<file path="src/rtl/counter_cmd_if.sv">
// Request/command bundle between a requester and counter_cmd_gen.
// The master side issues requests, the slave side drives commands and status.
interface counter_cmd_if;
  logic       up_req;
  logic [3:0] up_amt;
  logic       dn_req;
  logic [3:0] dn_amt;
  logic       load_req;
  logic [3:0] load_value;
  logic [3:0] counter_value;

  logic       reinit;
  logic [3:0] initial_value;
  logic       incr_valid;
  logic [1:0] incr;
  logic       decr_valid;
  logic [1:0] decr;
  logic [5:0] pend_up;
  logic [5:0] pend_dn;
  logic       busy;
  logic       overflow;
  logic [3:0] mirror;
  logic       mismatch;

  modport master (
    output up_req, up_amt, dn_req, dn_amt, load_req, load_value, counter_value,
    input  reinit, initial_value, incr_valid, incr, decr_valid, decr,
           pend_up, pend_dn, busy, overflow, mirror, mismatch
  );

  modport slave (
    input  up_req, up_amt, dn_req, dn_amt, load_req, load_value, counter_value,
    output reinit, initial_value, incr_valid, incr, decr_valid, decr,
           pend_up, pend_dn, busy, overflow, mirror, mismatch
  );
endinterface

</file>
<file path="src/rtl/counter_cmd_gen.sv">
// Accumulates up/down requests and drains them as 1..3 step counter commands.
// Define COUNTER_CMD_CHECK_EN to build the expected-value mirror and mismatch checker.
module counter_cmd_gen (
  input  logic         clk,
  input  logic         rst_n,
  counter_cmd_if.slave cmd_if
);

  typedef enum logic [1:0] {IDLE = 2'd0, ISSUE = 2'd1, LOAD = 2'd2} state_e;

  state_e     state_q, state_d;
  logic [5:0] pend_up_q, pend_up_d, pend_dn_q, pend_dn_d;
  logic       reinit_q, reinit_d;
  logic [3:0] init_q, init_d;
  logic       incr_valid_q, incr_valid_d, decr_valid_q, decr_valid_d;
  logic [1:0] incr_q, incr_d, decr_q, decr_d;
  logic       overflow_q, overflow_d;
  logic       busy;

  logic [1:0] issue_up, issue_dn;
  logic [6:0] add_up, add_dn, sum_up, sum_dn;

  // Datapath next state; the 7-bit sums hold the unsaturated value so overflow is visible.
  always_comb begin
    // NOTE: every signal gets a default up front so no branch can leave one unassigned (no latches).
    issue_up     = (pend_up_q > 6'd3) ? 2'd3 : pend_up_q[1:0];
    issue_dn     = (pend_dn_q > 6'd3) ? 2'd3 : pend_dn_q[1:0];
    add_up       = cmd_if.up_req ? {3'b000, cmd_if.up_amt} : 7'd0;
    add_dn       = cmd_if.dn_req ? {3'b000, cmd_if.dn_amt} : 7'd0;
    sum_up       = {1'b0, pend_up_q} - {5'd0, issue_up} + add_up;
    sum_dn       = {1'b0, pend_dn_q} - {5'd0, issue_dn} + add_dn;
    reinit_d     = 1'b0;
    init_d       = init_q;
    incr_d       = issue_up;
    decr_d       = issue_dn;
    if (cmd_if.load_req) begin
      sum_up   = add_up;
      sum_dn   = add_dn;
      reinit_d = 1'b1;
      init_d   = cmd_if.load_value;
      incr_d   = 2'd0;
      decr_d   = 2'd0;
    end
    incr_valid_d = (incr_d != 2'd0);
    decr_valid_d = (decr_d != 2'd0);
    pend_up_d    = (sum_up > 7'd63) ? 6'd63 : sum_up[5:0];
    pend_dn_d    = (sum_dn > 7'd63) ? 6'd63 : sum_dn[5:0];
    overflow_d   = overflow_q | (sum_up > 7'd63) | (sum_dn > 7'd63);
  end

  always_ff @(posedge clk or negedge rst_n) begin
    if (!rst_n) begin
      pend_up_q    <= '0;
      pend_dn_q    <= '0;
      reinit_q     <= 1'b0;
      init_q       <= '0;
      incr_valid_q <= 1'b0;
      incr_q       <= '0;
      decr_valid_q <= 1'b0;
      decr_q       <= '0;
      overflow_q   <= 1'b0;
    end else begin
      // NOTE: sequential state uses non-blocking assignments so every register samples pre-edge values.
      pend_up_q    <= pend_up_d;
      pend_dn_q    <= pend_dn_d;
      reinit_q     <= reinit_d;
      init_q       <= init_d;
      incr_valid_q <= incr_valid_d;
      incr_q       <= incr_d;
      decr_valid_q <= decr_valid_d;
      decr_q       <= decr_d;
      overflow_q   <= overflow_d;
    end
  end

  // FSM: state register
  always_ff @(posedge clk or negedge rst_n) begin
    if (!rst_n) state_q <= IDLE;
    else        state_q <= state_d;
  end

  // FSM: next state; LOAD wins, otherwise stay busy while work remains.
  always_comb begin
    state_d = IDLE;
    if (cmd_if.load_req)
      state_d = LOAD;
    else if ((pend_up_d != 6'd0) || (pend_dn_d != 6'd0) || incr_valid_d || decr_valid_d)
      state_d = ISSUE;
  end

  // FSM: outputs
  always_comb begin
    busy = (state_q != IDLE);
  end

  assign cmd_if.reinit        = reinit_q;
  assign cmd_if.initial_value = init_q;
  assign cmd_if.incr_valid    = incr_valid_q;
  assign cmd_if.incr          = incr_q;
  assign cmd_if.decr_valid    = decr_valid_q;
  assign cmd_if.decr          = decr_q;
  assign cmd_if.pend_up       = pend_up_q;
  assign cmd_if.pend_dn       = pend_dn_q;
  assign cmd_if.busy          = busy;
  assign cmd_if.overflow      = overflow_q;

`ifdef COUNTER_CMD_CHECK_EN
  logic [3:0] mirror_q;
  logic       armed_q, mismatch_q;

  // The mirror tracks the counter one edge behind the commands, so comparison starts
  // only once a reinit has already been folded into it.
  always_ff @(posedge clk or negedge rst_n) begin
    if (!rst_n) begin
      mirror_q   <= '0;
      armed_q    <= 1'b0;
      mismatch_q <= 1'b0;
    end else begin
      if (reinit_q)
        mirror_q <= init_q;
      else
        mirror_q <= mirror_q + (incr_valid_q ? {2'b00, incr_q} : 4'd0)
                             - (decr_valid_q ? {2'b00, decr_q} : 4'd0);
      armed_q <= armed_q | reinit_q;
      if (armed_q && (cmd_if.counter_value != mirror_q))
        mismatch_q <= 1'b1;
    end
  end

  assign cmd_if.mirror   = mirror_q;
  assign cmd_if.mismatch = mismatch_q;
`else
  assign cmd_if.mirror   = '0;
  assign cmd_if.mismatch = 1'b0;
`endif

endmodule

</file>
<file path="src/flat_wrapper.sv">
// flat-port wrapper written by rule: the top's interface ports become plain ports
module counter_cmd_gen_flat 
  (clk, rst_n, cmd_if_up_req, cmd_if_up_amt, cmd_if_dn_req, cmd_if_dn_amt, cmd_if_load_req, cmd_if_load_value, cmd_if_counter_value, cmd_if_reinit, cmd_if_initial_value, cmd_if_incr_valid, cmd_if_incr, cmd_if_decr_valid, cmd_if_decr, cmd_if_pend_up, cmd_if_pend_dn, cmd_if_busy, cmd_if_overflow, cmd_if_mirror, cmd_if_mismatch);
  counter_cmd_if cmd_if_i ();
  input  logic clk;
  input  logic rst_n;
  input wire logic [$bits(cmd_if_i.up_req)-1:0] cmd_if_up_req;
  input wire logic [$bits(cmd_if_i.up_amt)-1:0] cmd_if_up_amt;
  input wire logic [$bits(cmd_if_i.dn_req)-1:0] cmd_if_dn_req;
  input wire logic [$bits(cmd_if_i.dn_amt)-1:0] cmd_if_dn_amt;
  input wire logic [$bits(cmd_if_i.load_req)-1:0] cmd_if_load_req;
  input wire logic [$bits(cmd_if_i.load_value)-1:0] cmd_if_load_value;
  input wire logic [$bits(cmd_if_i.counter_value)-1:0] cmd_if_counter_value;
  output wire logic [$bits(cmd_if_i.reinit)-1:0] cmd_if_reinit;
  output wire logic [$bits(cmd_if_i.initial_value)-1:0] cmd_if_initial_value;
  output wire logic [$bits(cmd_if_i.incr_valid)-1:0] cmd_if_incr_valid;
  output wire logic [$bits(cmd_if_i.incr)-1:0] cmd_if_incr;
  output wire logic [$bits(cmd_if_i.decr_valid)-1:0] cmd_if_decr_valid;
  output wire logic [$bits(cmd_if_i.decr)-1:0] cmd_if_decr;
  output wire logic [$bits(cmd_if_i.pend_up)-1:0] cmd_if_pend_up;
  output wire logic [$bits(cmd_if_i.pend_dn)-1:0] cmd_if_pend_dn;
  output wire logic [$bits(cmd_if_i.busy)-1:0] cmd_if_busy;
  output wire logic [$bits(cmd_if_i.overflow)-1:0] cmd_if_overflow;
  output wire logic [$bits(cmd_if_i.mirror)-1:0] cmd_if_mirror;
  output wire logic [$bits(cmd_if_i.mismatch)-1:0] cmd_if_mismatch;
  assign cmd_if_i.up_req = cmd_if_up_req;
  assign cmd_if_i.up_amt = cmd_if_up_amt;
  assign cmd_if_i.dn_req = cmd_if_dn_req;
  assign cmd_if_i.dn_amt = cmd_if_dn_amt;
  assign cmd_if_i.load_req = cmd_if_load_req;
  assign cmd_if_i.load_value = cmd_if_load_value;
  assign cmd_if_i.counter_value = cmd_if_counter_value;
  assign cmd_if_reinit = cmd_if_i.reinit;
  assign cmd_if_initial_value = cmd_if_i.initial_value;
  assign cmd_if_incr_valid = cmd_if_i.incr_valid;
  assign cmd_if_incr = cmd_if_i.incr;
  assign cmd_if_decr_valid = cmd_if_i.decr_valid;
  assign cmd_if_decr = cmd_if_i.decr;
  assign cmd_if_pend_up = cmd_if_i.pend_up;
  assign cmd_if_pend_dn = cmd_if_i.pend_dn;
  assign cmd_if_busy = cmd_if_i.busy;
  assign cmd_if_overflow = cmd_if_i.overflow;
  assign cmd_if_mirror = cmd_if_i.mirror;
  assign cmd_if_mismatch = cmd_if_i.mismatch;
  counter_cmd_gen u_core (.clk(clk), .rst_n(rst_n), .cmd_if(cmd_if_i));
endmodule
</file>
<file path="config.mk">
export PLATFORM = sky130hd
export DESIGN_NAME = counter_cmd_gen_flat
export DESIGN_NICKNAME = d
export VERILOG_FILES = /design/src/rtl/counter_cmd_if.sv /design/src/rtl/counter_cmd_gen.sv /design/src/flat_wrapper.sv
export SDC_FILE = /design/constraint.sdc
export NUM_CORES = 1
export LEC_CHECK = 0
export ABC_AREA = 1
export BUFFER_PORTS_ARGS = -buffer_cell sky130_fd_sc_hd__buf_2
export CAP_MARGIN = 20
export CORE_MARGIN = 5
export CORE_UTILIZATION = 45
export CTS_CLUSTER_DIAMETER = 120
export DETAILED_ROUTE_END_ITERATION = 10
export PLACE_DENSITY = 0.7
export SYNTH_ARGS = -nofsm -noshare
export SYNTH_HDL_FRONTEND = slang
export SYNTH_SLANG_ARGS = --single-unit
</file>
<file path="constraint.sdc">
create_clock -name clk -period 6.3 [get_ports clk]
set_input_delay 0.63 -clock clk [delete_from_list [all_inputs] [get_ports clk]]
set_output_delay 0.63 -clock clk [all_outputs]
set_load 0.01 [all_outputs]
</file>
# Word-level counts from Yosys, hierarchy flattened
# Cells that the tools add are included.
[totals]
reg_bits = 26
inputBits = 21
output_inout_bits = 30
wordCells = 41
[classes]
mux = 13
add_sub_neg = 4
n_bitwise = 2
order_cmp = 4
n_reduce_logical = 8
[op_table]
columns = ["op", "count"]
rows = [
  ["$add A7 B7 Y7", 2],
  ["$gt A7 B6 Y1 const B", 2],
  ["$mux W7", 2],
  ["$sub A6 B2 Y7", 2],
  ["$gt A6 B2 Y1 const B", 2],
  ["$mux W6", 2],
  ["$reduce_bool A6 Y1", 2],
  ["$mux W2", 5],
  ["$mux W4", 2],
  ["$reduce_bool A2 Y1", 3],
  ["$logic_or A1 B1 Y1", 3],
  ["$mux W1", 2],
  ["$or A1 B1 Y1", 2],
]

# Logic depth before layout (Yosys ltp)
[depth]
word_depth = 13
depth_mapped = 22
mapped_depth_nobuf = 22

# Least setup slack after synthesis
# Ideal clock, no wire load.
[synth_timing]
path_type = "reg2reg"
startpoint = "register u_core.pend_up_q[5], in the netlist u_core.cmd_if.pend_up[5]"
endpoint = "register u_core.state_q[0]"
stages_incl_launch_ff = 17
path_buffers = 0
required_time_ps = 6183
path_slack_ps = 3495
setup_ps = 117
synth_period_minus_slack_ps = 2805
arrival_ps = 2688
path_cell_list = "dfrtp_1 inv_1 ha_1 o21ai_2 nand3_1 inv_1 fa_1 fa_1 or2_1 nand2_1 nand2_1 nor2_1 nand3_1 nor2_1 nand3_1 nor2_1 nor2_1"
[synth_between]
elab_chain_len = 13
elab_cells_between_ends = 15
cone_classes = "2 x add/sub; 2 x order compare; 6 x mux; 5 x reduce/logical"
[synth_lines]
columns = ["element", "line", "rtl"]
rows = [
  ["from (decl)", "counter_cmd_gen.sv:12", "logic [5:0] pend_up_q, pend_up_d, pend_dn_q, pend_dn_d;"],
  ["from (signal assigned)", "counter_cmd_gen.sv:64", "pend_up_q <= pend_up_d;"],
  ["$gt A6 B2 Y1", "counter_cmd_gen.sv:26", "issue_up = (pend_up_q > 6'd3) ? 2'd3 : pend_up_q[1:0];"],
  ["$mux W2", "counter_cmd_gen.sv:26", ""],
  ["$sub A6 B2 Y7", "counter_cmd_gen.sv:30", "sum_up = {1'b0, pend_up_q} - {5'd0, issue_up} + add_up;"],
  ["$add A7 B7 Y7", "counter_cmd_gen.sv:30", ""],
  ["$mux W7", "counter_cmd_gen.sv:36", "if (cmd_if.load_req) begin"],
  ["$gt A7 B6 Y1", "counter_cmd_gen.sv:46", "pend_up_d = (sum_up > 7'd63) ? 6'd63 : sum_up[5:0];"],
  ["$mux W6", "counter_cmd_gen.sv:46", ""],
  ["$reduce_bool A6 Y1", "counter_cmd_gen.sv:87", "else if ((pend_up_d != 6'd0) || (pend_dn_d != 6'd0) || incr_valid_d || decr_valid_d)"],
  ["$logic_or A1 B1 Y1", "counter_cmd_gen.sv:87", ""],
  ["$logic_or A1 B1 Y1 * (2 in a row)", "counter_cmd_gen.sv:87", ""],
  ["$mux W1 *", "counter_cmd_gen.sv:87", ""],
  ["$mux W2 *", "counter_cmd_gen.sv:85", "if (cmd_if.load_req)"],
  ["named net u_core.state_d[0]", "counter_cmd_gen.sv:11", "state_e state_q, state_d;"],
  ["to (signal assigned)", "counter_cmd_gen.sv:79", "else state_q <= state_d;"],
  ["to (decl)", "counter_cmd_gen.sv:11", ""],
]
# The timed path passes the listed nets; every way through them passes the cells marked *.
# A chain may end at the register's enable or synchronous reset.

# Worst setup path after layout
# Ends and elaborated chain as after synthesis.

==> results.py <==
metrics = {
    "grt": {
        "grt_pass1_vias": 1648,
        "met3_usage_pct": 1.47,
        "grtUsageMet1_pct": 19.0,
        "track_usage_pct": 15.9,
        "grt-ovfl-total": 0,
        "grt_max_degree": 26,
        "grtUsageMet2_pct": 29.4,
        "antenna_found_initial": 0,
        "grt_pass1_wl_mm": 6.97,
        "grt_most_used_layer": "met2",
    },
    "routing": {
        "vias": 1658,
        "via_per_inst": 4.71,
        "wl_per_cell_microns": 11.3,
        "drt-initial-drc-count": 70,
        "wirelength_mm": 3.99,
        "drc": 0,
        "drt_pass1_iterations": 4,
        "drtAntennaViolNets": 0,
    },
    "floorplan": {
        "rows": 23,
        "floorplan.initialDensity_pct": 46.9,
        "core_region_area_sq_um": 4060,
        "io_pins": 51,
        "dieArea_sq_um": 5630,
        "die_x_microns": 75.0,
        "chipHeight_microns": 75.0,
    },
    "setup_path": {
        "cp-start-kind": "flop",
        "r2r_setup_slack_ps": 3170,
        "endpoint": "u_core.state_q[0]$_DFF_PN0_",
        "crit_fanout": 4,
        "slowest_stage": "fa_1",
        "cp_common_cell": "nor2_1",
        "crit_type": "reg -> reg",
        "cp_cell_sequence": "inv_1 -> ha_1 -> o21ai_2 -> nand3_1 -> inv_1 -> fa_1 -> fa_1 -> or2_1 -> nand2_1 -> nand2_1 -> nor2_1 -> nand3_1 -> nor2_1 -> nand3_1 -> nor2_1 -> nor2_1",
        "end_kind": "flop",
        "critPathLaunch": "u_core.cmd_if.pend_up[5]$_DFF_PN0_",
        "cp.arrival_ps": 3270,
        "slowest_delay_ps": 510,
        "r2r-end": "u_core.state_q[0]$_DFF_PN0_",
        "reg2reg_from": "u_core.cmd_if.pend_up[5]$_DFF_PN0_",
        "r2r_cells": 16,
        "required_ps": 6450,
    },
    "layout": {
        "final_layout_size_suffix_gt1_share_pct": 19.5,
        "nFillCells": 444,
        "diodes": 0,
        "final_common_cell": "nand2_1",
        "area_delta_synth_final_pct": 14.2,
        "final_cell_mix": "nand2_1, inv_1, buf_2, dfrtp_1, nand3_1",
        "nNetsFinal": 348,
        "final-seq-area_sq_um": 626,
        "multiInputGateArea_sq_um": 1020,
    },
    "power_and_ir_drop": {
        "p_comb_share_pct": 68.1,
        "p_clk_share_pct": 8.6,
        "peakVddDrop_mv": 0.264,
        "swShare_pct": 50.4,
        "p_int_uw": 548,
        "seqPwrFrac_pct": 23.2,
        "switchingPower_uw": 558,
        "cellLeakagePower_nw": 1.32,
        "power_density_nw_per_um2": 509,
    },
    "clock_tree": {
        "clk_pin_slew_worst_paths_ps": 90,
        "cts_root_buf": "clkbuf_8",
        "cts_inserted_buffers": 3,
        "cts.sinks": 25,
        "htree_num_levels": 1,
        "clock_latency_ps": 270,
        "cts_tree": "done",
        "ctsResizeCount": 0,
        "cts_buffer_depth": 2,
        "cts_setup_buffers": 0,
        "holdBufCountCts": 0,
    },
    "flow_run": {
        "max_cap_violations": 0,
    },
    "yosys": {
        "synthCells": 261,
        "synth_seq_cells": 25,
        "ys_types": 25,
        "syn-cell-area_sq_um": 1900,
        "yosysWarnings": 0,
        "avgSynthCellArea_sq_um": 7.29,
        "seq_area_frac_synth_pct": 32.9,
    },
    "placed_design": {
        "pre_cts_ws_ps": 3160,
        "port_buffers": 41,
        "gp_congestion": 0.812,
        "hpwlAfterDp_mm": 3.37,
    },
    "timing": {
        "timing.final.max_slew_violations": 0,
        "hold_viol_final": 0,
        "timing.fmax_ghz": 0.320,
        "finalSetupTns_ps": 0,
        "period_share_pct": 49.7,
        "finalClockSkew_ps": 6.83,
        "rsz0062_at_grt": "false",
        "worst_pin_slew_ps": 531,
        "finalSetupViolations": 0,
        "relSlewSlack_pct": 64.6,
        "worst_slack_ps": 3170,
        "min_period_ps": 3130,
    },
    "hold_path": {
        "min_path_type": "in -> async",
    },
    "outcome": {
        "status": "complete, no violations",
    },
}
synthesized netlist by cell type:
| library cell | number | area, sq um |
|---|---|---|
| a21oi_1 | 6 | 30.0 |
| or2_1 | 3 | 18.8 |
| nor2_1 | 13 | 48.8 |
| nand3_1 | 23 | 115 |
| fa_1 | 4 | 80.1 |
| buf_6 | 1 | 11.3 |
| inv_1 | 48 | 180 |
| nand3_2 | 1 | 10.0 |
| inv_2 | 7 | 26.3 |
| nand2_2 | 2 | 12.5 |
| xor2_1 | 2 | 17.5 |
| conb_1 | 1 | 3.75 |
| nand2_1 | 79 | 297 |
| nand3_4 | 1 | 17.5 |
| nand4_1 | 4 | 25.0 |
| o21ai_0 | 6 | 30.0 |
| nand3b_1 | 1 | 7.51 |
| dfrtp_1 | 25 | 626 |
| o21ai_1 | 2 | 10.0 |
| o21ai_2 | 2 | 17.5 |
| buf_2 | 1 | 5.00 |
| or2_2 | 1 | 6.26 |
| and2_1 | 2 | 12.5 |
| buf_4 | 6 | 45.0 |
| ha_1 | 20 | 250 |
cell families after synthesis:
logic type,count (synthesis),share of synthesized area (%)
buf+inv,63,14.1
fa+ha+maj,24,17.4
flops,25,32.9
simple gates,130,30.0
compound gates,16,4.60
xor+xnor,2,0.921
other cells,1,0.197
flip-flops by register name (all words and copies together), names as in the netlist:
signal and flops:
u_core.cmd_if.overflow 1, u_core.cmd_if.decr_valid 1, u_core.cmd_if.initial_value 4, u_core.cmd_if.pend_up 6
u_core.cmd_if.incr_valid 1, u_core.cmd_if.pend_dn 6, u_core.cmd_if.reinit 1, u_core.state_q 1
u_core.cmd_if.incr 2, u_core.cmd_if.decr 2
layout make-up:
class                           count  share of cell area (%)
Multi-Input combinational cell    177                    47.2
Tap cell                           50                    2.88
Inverter                           55                    9.50
Clock inverter                      1                   0.345
Timing Repair Buffer               41                    9.44
Clock buffer                        3                    1.90
Sequential cell                    25                    28.8
per-stage QoR:
step                      hold slack [ps]  total power, mW  instance area, sq um  cells  utilization, %
final                                 326             1.11                  2170    352            53.6
after CTS                             349             1.12                  2170    352            53.6
after floorplan                       334            0.835                  1920    265               -
after global placement                451            0.994                  2120    348            52.4
after detailed placement              453             1.02                  2120    348            52.4
after global routing                  381             1.25                  2170    352            53.6
routing by layer:
metal | vias up | wire length [microns]
met5 | - | 0
met4 | 0 | 93
met3 | 10 | 176
met2 | 35 | 2060
met1 | 741 | 1660
li1 | 872 | -
worst max-delay path, delay by kind of cell (launching register included):
family	cells	cell delay, ps
AOI/OAI and AO/OA	1	90
adders and majority gates	3	1200
buffers and inverters	2	220
DFF	1	400
and+or+nand+nor	10	1110
worst min-delay path by stage:
| stage | startpoint | to | slack (ps) |
|---|---|---|---|
| 3_5_place_dp | u_core.cmd_if.initial_value[0]$_DFFE_PN0P_ | u_core.cmd_if.initial_value[0]$_DFFE_PN0P_ | 450 |
| 3_3_place_gp | u_core.cmd_if.initial_value[1]$_DFFE_PN0P_ | u_core.cmd_if.initial_value[1]$_DFFE_PN0P_ | 450 |
| 5_1_grt | rst_n | u_core.cmd_if.incr[0]$_DFF_PN0_ | 380 |
| 2_1_floorplan | rst_n | u_core.cmd_if.decr[0]$_DFF_PN0_ | 330 |
| 4_1_cts | rst_n | u_core.cmd_if.incr[1]$_DFF_PN0_ | 350 |
| 6_report | rst_n | u_core.cmd_if.incr[1]$_DFF_PN0_ | 330 |
power by group through the flow:
stage | combinational, mW | clock [mW] | sequential (mW)
final | 0.754 | 0.0954 | 0.257
after global routing | 0.883 | 0.103 | 0.266
after CTS | 0.766 | 0.0976 | 0.257
after floorplan | 0.560 | 0 | 0.275
after global placement | 0.737 | 0 | 0.258
after detailed placement | 0.762 | 0 | 0.259
No activity file was read; power rests on OpenSTA's default activity.
